$ cat config.mk
export PLATFORM = sky130hd
export DESIGN_NAME = load_store_unit
export DESIGN_NICKNAME = d
export VERILOG_FILES = /design/src/rtl/lsu_pkg.sv /design/src/rtl/lsu_load_align.sv /design/src/rtl/load_store_unit.sv
export SDC_FILE = /design/constraint.sdc
export NUM_CORES = 1
export LEC_CHECK = 0
export BUFFER_PORTS_ARGS = -buffer_cell sky130_fd_sc_hd__buf_2
export CORE_UTILIZATION = 52
export CTS_CLUSTER_SIZE = 30
export DETAILED_ROUTE_END_ITERATION = 8
export PLACE_DENSITY = 0.95
export SLEW_MARGIN = 20
export SYNTH_ARGS = -nofsm -noshare
export SYNTH_HDL_FRONTEND = slang
export SYNTH_SLANG_ARGS = --single-unit
$ cat constraint.sdc
create_clock -name clk -period 4.77 [get_ports clk]
set_input_delay 1.1925 -clock clk [delete_from_list [all_inputs] [get_ports clk]]
set_output_delay 1.1925 -clock clk [all_outputs]
set_load 0.005 [all_outputs]
$ cat src/rtl/lsu_pkg.sv
// Shared types and lane helpers for the load/store unit.
// Misalignment rejection is enabled by defining LSU_MISALIGN_CHECK_EN.
package lsu_pkg;

   typedef enum logic [1:0] {
      SZ_BYTE = 2'b00,
      SZ_HALF = 2'b01,
      SZ_WORD = 2'b10
   } size_e;

   typedef enum logic [1:0] {
      IDLE,
      ISSUE,
      WAIT_R,
      RESP
   } state_e;

   // Low address bits are snapped down to the natural alignment of the access.
   function automatic logic [1:0] lane_offset(input logic [1:0] size, input logic [1:0] addr_lo);
      case (size)
         SZ_BYTE: return addr_lo;
         SZ_HALF: return {addr_lo[1], 1'b0};
         default: return 2'b00;
      endcase
   endfunction

   function automatic logic [3:0] byte_enables(input logic [1:0] size, input logic [1:0] offset);
      case (size)
         SZ_BYTE: return 4'b0001 << offset;
         SZ_HALF: return 4'b0011 << offset;
         default: return 4'b1111;
      endcase
   endfunction

   function automatic logic [31:0] store_lanes(input logic [1:0] size, input logic [31:0] wdata);
      case (size)
         SZ_BYTE: return {4{wdata[7:0]}};
         SZ_HALF: return {2{wdata[15:0]}};
         default: return wdata;
      endcase
   endfunction

   function automatic logic is_misaligned(input logic [1:0] size, input logic [1:0] addr_lo);
      return ((size == SZ_HALF) && addr_lo[0]) || ((size == SZ_WORD) && (addr_lo != 2'b00));
   endfunction

endpackage

$ cat src/rtl/lsu_load_align.sv
// Picks the addressed lane out of a read word and sign- or zero-extends it.
module lsu_load_align
   import lsu_pkg::*;
(
   input  logic [31:0] rdata,
   input  logic [1:0]  size,
   input  logic [1:0]  offset,
   input  logic        zero_ext,
   output logic [31:0] data
);

   logic [7:0]  lanes [4];
   logic [7:0]  lane_byte;
   logic [15:0] lane_half;

   genvar gi;
   generate
      for (gi = 0; gi < 4; gi++) begin : g_lane
         assign lanes[gi] = rdata[8*gi +: 8];
      end
   endgenerate

   assign lane_byte = lanes[offset];
   assign lane_half = offset[1] ? rdata[31:16] : rdata[15:0];

   always_comb begin
      data = rdata;
      case (size)
         SZ_BYTE: data = {{24{~zero_ext & lane_byte[7]}}, lane_byte};
         SZ_HALF: data = {{16{~zero_ext & lane_half[15]}}, lane_half};
         default: data = rdata;
      endcase
   end

endmodule

$ cat src/rtl/load_store_unit.sv
// Single-outstanding load/store unit bridging a core request port to a word memory.
// Define LSU_MISALIGN_CHECK_EN to reject misaligned half/word accesses instead of aligning them.
module load_store_unit
   import lsu_pkg::*;
#(
   parameter int DATA_WIDTH = 32,
   parameter int ADDR_WIDTH = 32,
   parameter int TIMEOUT    = 255
) (
   input  logic                  clk,
   input  logic                  rst,
   input  logic                  req_valid,
   output logic                  req_ready,
   input  logic                  req_we,
   input  logic [1:0]            req_size,
   input  logic                  req_unsigned,
   input  logic [ADDR_WIDTH-1:0] req_addr,
   input  logic [DATA_WIDTH-1:0] req_wdata,
   output logic                  resp_valid,
   output logic [DATA_WIDTH-1:0] resp_rdata,
   output logic                  resp_err,
   output logic                  mem_req,
   input  logic                  mem_gnt,
   output logic                  mem_we,
   output logic [3:0]            mem_be,
   output logic [ADDR_WIDTH-1:0] mem_addr,
   output logic [DATA_WIDTH-1:0] mem_wdata,
   input  logic                  mem_rvalid,
   input  logic [DATA_WIDTH-1:0] mem_rdata
);

   localparam int CNT_W = $clog2(TIMEOUT + 1);

   state_e           state_reg;
   logic [CNT_W-1:0] cnt_reg;
   logic             we_reg;
   logic             unsigned_reg;
   logic [1:0]       size_reg;
   logic [1:0]       off_reg;
   logic [1:0]       acc_off;
   logic             acc_illegal;
   logic [31:0]      load_data;

   assign acc_off = lane_offset(req_size, req_addr[1:0]);

`ifdef LSU_MISALIGN_CHECK_EN
   assign acc_illegal = (req_size == 2'b11) || is_misaligned(req_size, req_addr[1:0]);
`else
   assign acc_illegal = (req_size == 2'b11);
`endif

   lsu_load_align u_align (
      .rdata    (mem_rdata),
      .size     (size_reg),
      .offset   (off_reg),
      .zero_ext (unsigned_reg),
      .data     (load_data)
   );

   // All outputs are registered; each transition sets what the next state presents.
   always_ff @(posedge clk) begin
      if (rst) begin
         state_reg    <= IDLE;
         cnt_reg      <= '0;
         we_reg       <= 1'b0;
         unsigned_reg <= 1'b0;
         size_reg     <= 2'b00;
         off_reg      <= 2'b00;
         req_ready    <= 1'b1;
         resp_valid   <= 1'b0;
         resp_rdata   <= '0;
         resp_err     <= 1'b0;
         mem_req      <= 1'b0;
         mem_we       <= 1'b0;
         mem_be       <= 4'b0000;
         mem_addr     <= '0;
         mem_wdata    <= '0;
      end else begin
         resp_valid <= 1'b0;
         case (state_reg)
            IDLE: begin
               if (req_valid && req_ready) begin
                  req_ready    <= 1'b0;
                  we_reg       <= req_we;
                  size_reg     <= req_size;
                  unsigned_reg <= req_unsigned;
                  off_reg      <= acc_off;
                  mem_addr     <= {req_addr[ADDR_WIDTH-1:2], 2'b00};
                  mem_wdata    <= store_lanes(req_size, req_wdata);
                  if (acc_illegal) begin
                     state_reg  <= RESP;
                     resp_valid <= 1'b1;
                     resp_err   <= 1'b1;
                     resp_rdata <= '0;
                  end else begin
                     state_reg <= ISSUE;
                     mem_req   <= 1'b1;
                     mem_we    <= req_we;
                     mem_be    <= byte_enables(req_size, acc_off);
                  end
               end
            end
            ISSUE: begin
               if (mem_gnt) begin
                  mem_req <= 1'b0;
                  mem_we  <= 1'b0;
                  mem_be  <= 4'b0000;
                  cnt_reg <= '0;
                  if (we_reg) begin
                     state_reg  <= RESP;
                     resp_valid <= 1'b1;
                     resp_err   <= 1'b0;
                     resp_rdata <= '0;
                  end else begin
                     state_reg <= WAIT_R;
                  end
               end
            end
            WAIT_R: begin
               if (mem_rvalid) begin
                  state_reg  <= RESP;
                  resp_valid <= 1'b1;
                  resp_err   <= 1'b0;
                  resp_rdata <= load_data;
               end else if (cnt_reg == CNT_W'(TIMEOUT - 1)) begin
                  state_reg  <= RESP;
                  resp_valid <= 1'b1;
                  resp_err   <= 1'b1;
                  resp_rdata <= '0;
               end else begin
                  cnt_reg <= cnt_reg + 1'b1;
               end
            end
            RESP: begin
               state_reg  <= IDLE;
               req_ready  <= 1'b1;
               resp_err   <= 1'b0;
               resp_rdata <= '0;
            end
            default: begin
               state_reg <= IDLE;
               req_ready <= 1'b1;
            end
         endcase
      end
   end

endmodule

; ---- After elaboration in Yosys (flattened, before gate mapping)
; Cells that the tools add are included.
[word_totals]
ff_bits = 119
input_bits = 105
word_cells = 104
[op_classes]
n_addsub = 1
order_cmp = 1
n_eq_ne = 15
shift = 2
mux = 53
bitwise = 4
n_reduce_logical = 13
[ops]
columns = op, count
row1 = $mux 32, 6
row2 = $pmux 32 s2, 2
row3 = $pmux 32 s4, 1
row4 = $mux 8, 5
row5 = $mux 1, 19
row6 = $bmux 8 s2, 1
row7 = $mux 16, 1
row8 = $pmux 4 s2, 2
row9 = $pmux 8 s2, 1
row10 = $ne 2x2->1 const B, 7
row11 = $mux 4, 3
row12 = $mux 2, 5
row13 = $add 8x1->8 const B, 1
row14 = $eq 8x8->1 const B, 1
row15 = $pmux 2 s4, 1
row16 = $reduce_and 4->1, 2
row17 = $eq 2x1->1 const B, 3
row18 = $eq 2x2->1 const B, 3
row19 = $logic_not 2->1, 3
row20 = $pmux 1 s2, 3
row21 = $reduce_bool 2->1, 3
row22 = $reduce_and 5->1, 1
row23 = $pmux 1 s4, 1
row24 = $pmux 2 s2, 1
row25 = other kinds (11), 13

; ---- Logic depth before layout (Yosys ltp)
[logic_depth]
depth_word = 8
mapped_depth = 9

; ---- Modules after synthesis
; A second synthesis with hierarchy kept.
[unflattened]
cells_unflattened = 702
hier_area_um2 = 5810.6
[modules_own_cells]
columns = mod, instances, cells_per_inst, area_each_um2, seq_area_each_um2
row1 = load_store_unit, 1, 598, 5071.1, 2382.3
row2 = lsu_load_align, 1, 104, 739.5, 0.0

; ---- Worst setup path after synthesis
; No wires, ideal clock.
[synth_path]
path_kind = input-to-reg
from = input port req_valid
to = register resp_rdata[20]
arrival_time_ps = 2192
slack_ps = 2461
cell_stages = 7
path_cell_list = a21boi_1 > a21oi_1 > and4_1 > buf_2 > o21a_4 > buf_6 > a22o_1
[synth_via]
elab_chain_cells = 3
[synth_rtl]
columns = item, line_no
row1 = from (decl), load_store_unit.sv:12  ; input logic req_valid,
row2 = $logic_and 1x1->1, load_store_unit.sv:82  ; if (req_valid && req_ready) begin
row3 = $ne 2x2->1 (no source line), --
row4 = $reduce_and 5->1 (no source line), --
row5 = to (signal assigned), load_store_unit.sv:124  ; resp_rdata <= load_data;
row6 = to (decl), load_store_unit.sv:20  ; output logic [DATA_WIDTH-1:0] resp_rdata,
; Every way passes these cells.
; A chain may end at the register's enable or synchronous reset.

; ---- Final worst setup path
[layout_path]
from = input port req_size[1]
to = register resp_rdata[24]
[layout_via]
elab_chain_cells = 3
[layout_rtl]
columns = item, line_no
row1 = from (decl), load_store_unit.sv:15  ; input logic [1:0] req_size,
row2 = $eq 2x2->1, load_store_unit.sv:49  ; assign acc_illegal = (req_size == 2'b11);
row3 = $ne 2x2->1 (no source line), --
row4 = $reduce_and 5->1 (no source line), --
; Every way passes these cells.

==> impl_metrics.yaml <==
status:
  status: "complete, no violations"
cts:
  cts_tree: "yes"
  hold_buffers: 0
  clkSinkCount: 119
  cts_setup_buffers: 0
  path_clk_slew_ns: 0.06
  worstSkewPairLatency_ns: 0.51
  cts_root_buffer: "clkbuf_8"
  h-tree-depth: 4
  numCtsBuffers: 17
  cts_max_path_buffers: 2
  cts-resized-gates: 0
floorplan:
  row_count: 36
  io-pin-count: 210
  fp.dieW_um: 103.0
  die-area_mm2: 0.01060
  die_h_um: 103.0
  initial_core_util_pct: 53.99
  core-area_mm2: 0.009819
yosys:
  synth-edff-count: 0
  synth.avg_cell_area_um2: 8.232
  synth-main-ff-cell: "dfxtp_1"
  synthArstFlopShare_pct: 0
  netlist_instances: 644
  yosysWarnings: 0
  seq_area_frac_synth_pct: 44.94
  syn_area_mm2: 0.005301
  ys_ff_latch: 119
  netlist-cell-type-count: 51
placement:
  portBuffers: 207
  gp_congestion: 0.8371
  hpwlAfterDp_um: 10410
detailed_routing:
  wirelength_um: 15060
  viasPerCell: 5.550
  drt-initial-drc-count: 255
  wire_per_inst_um: 15.49
  final_antenna_net_count: 0
  drcViolationCount: 0
  vias: 5395
  dr.pass1.iters: 5
finish:
  reg.largest.list: "mem_wdata x32, resp_rdata x32, mem_addr x30"
  fin_nets: 938
  drive_gt1_share_pct: 29.92
  n_antenna_cell: 0
  num-fill-cells: 783
  syn_to_final_growth_pct: 30.52
grt:
  grt_overflow_total: 0
  grt_pass1_vias: 5058
  grt_pass1_wl_um: 23520
  grt_use_total_pct: 28.81
  antenna_found_initial: 0
  grt_start_max_net_pins: 84
power:
  ir_drop_uv: 287.1
  total_power_w: 0.003490
  p_per_area_mw_per_mm2: 504.4
  p_leak_nw: 3.105
timing:
  tightest_slew_ns: 1.083
  drv_slew: 0
  hold_viol: 0
  rsz0062_at_grt: "no"
  fmax_mhz: 365.7
  clock_skew_ns: 0.008925
  finalCriticalPeriod_ns: 2.735
  setup_viol: 0
  setup-tns-final_ns: 0
  slew_headroom_pct: 27.80
  fin_crit_sh_pct: 57.33
critical_path:
  cp-end-kind: "flip-flop"
  arrival_ns: 3.18
  crit_fanout: 40
  start_kind: "primary input"
  crit_required_ns: 5.22
  critPathLaunch: "req_size[1]"
  critPathKind: "in -> reg"
  timing.rr.start: "state_reg[0]"
job:
  drv_cap: 0
hold_path:
  min_from: "resp_rdata[2]"
  hp-class: "reg -> reg"
cells in the mapped netlist, types with 3 or more instances:
cell type	instances	area, µm²
buf_1	6	22.52
a22o_1	24	210.2
xnor2_1	4	35.03
buf_2	7	35.03
a32o_1	6	60.06
inv_1	10	37.54
o21bai_1	3	22.52
mux2i_1	23	230.2
a221o_1	6	60.06
clkbuf_1	31	116.4
nand2_1	153	574.3
or2_1	6	37.54
ha_1	7	87.58
o21ai_0	31	155.2
dfxtp_1	119	2382
nand2b_1	26	162.7
nor3_1	6	30.03
a311oi_1	10	87.58
a21oi_1	70	350.3
a211oi_1	11	82.58
nand3_1	9	45.04
nand4_1	4	25.02
nor2b_1	6	37.54
nor2_1	33	123.9
logic make-up (layout without fill, tap and decap cells):
kind of cell	after synthesis	after routing	synth area share (%)
muxes	24	24	4.555
xor gates and xnor gates	6	6	0.9913
adders and majority gates	7	7	1.652
DFF	119	119	44.94
buffers and inverters	58	252	4.578
other	1	2	0.07074
and+or+nand+nor	249	249	20.39
AOI/OAI and AO/OA	180	180	22.82
report_power, final:
group          internal (W)  switching [W]  total, W
sequential          0.00115       0.000107   0.00126
clock              0.000775       0.000472   0.00125
combinational      0.000388       0.000595  0.000983
total               0.00232        0.00117   0.00349
metal layers:
layer	routed length [µm]	GRT usage [%]	vias up
met2	7235	48.36	266
met5	0	0	-
met1	5814	31.66	2475
li1	-	-	2601
met4	639	17.01	0
met3	1372	9.831	53
metrics by stage:
stage / cell area [µm²] / instances / utilization, % / worst slack [ns] / hold slack, ns
global route: 6919 / 972 / 70.46 / 1.864 / 0.4555
detailed placement: 6331 / 940 / 64.48 / 1.546 / 0.4293
CTS: 6919 / 972 / 70.46 / 2.073 / 0.4387
global placement: 6331 / 940 / 64.48 / 1.571 / 0.4287
finish: 6919 / 972 / 70.46 / 2.035 / 0.4378
floorplan: 5305 / 645 / - / 2.461 / 0.4345
critical path, cell delays in order:
cell,delay [ns]
buf_2,0.54
nand2_1,0.10
nand2_1,0.17
and4_1,0.66
o21a_4,0.34
a22o_1,0.17
final timing paths:
kind	slack (ns)	cells after the start	endpoint
setup reg to reg	2.24	6	mem_addr[20]
setup / recovery	2.04	6	resp_rdata[24]
hold / removal	0.44	2	resp_rdata[2]
hold reg to reg	0.44	2	resp_rdata[2]
layout make-up:
cell class | instances | area (µm²) | area share, %
repair buffers | 210 | 1059 | 15.30
multi-input cells | 468 | 2686 | 38.82
inverters | 10 | 37.54 | 0.5425
well taps | 133 | 166.4 | 2.405
clock inverters | 13 | 146.4 | 2.116
flip-flops and latches | 119 | 2382 | 34.43
clock buffers | 19 | 441.7 | 6.383
placed cells by master (no fill, tap or decap), drive strengths merged, types with 5 or more instances in the layout:
master,Yosys,final
a211oi,11,11
dfxtp,119,119
nor3,6,6
clkinvlp,0,5
or2,7,7
nand2,153,153
nand2b,26,26
ha,7,7
nand3,9,9
a21oi,71,71
nor2b,6,6
buf,16,210
a22o,24,24
mux2i,23,23
a32o,6,6
a221o,6,6
o21ai,32,32
nor2,33,33
a311oi,10,10
inv,10,13
clkbuf,32,19
Power figures use the tool's default switching activity.
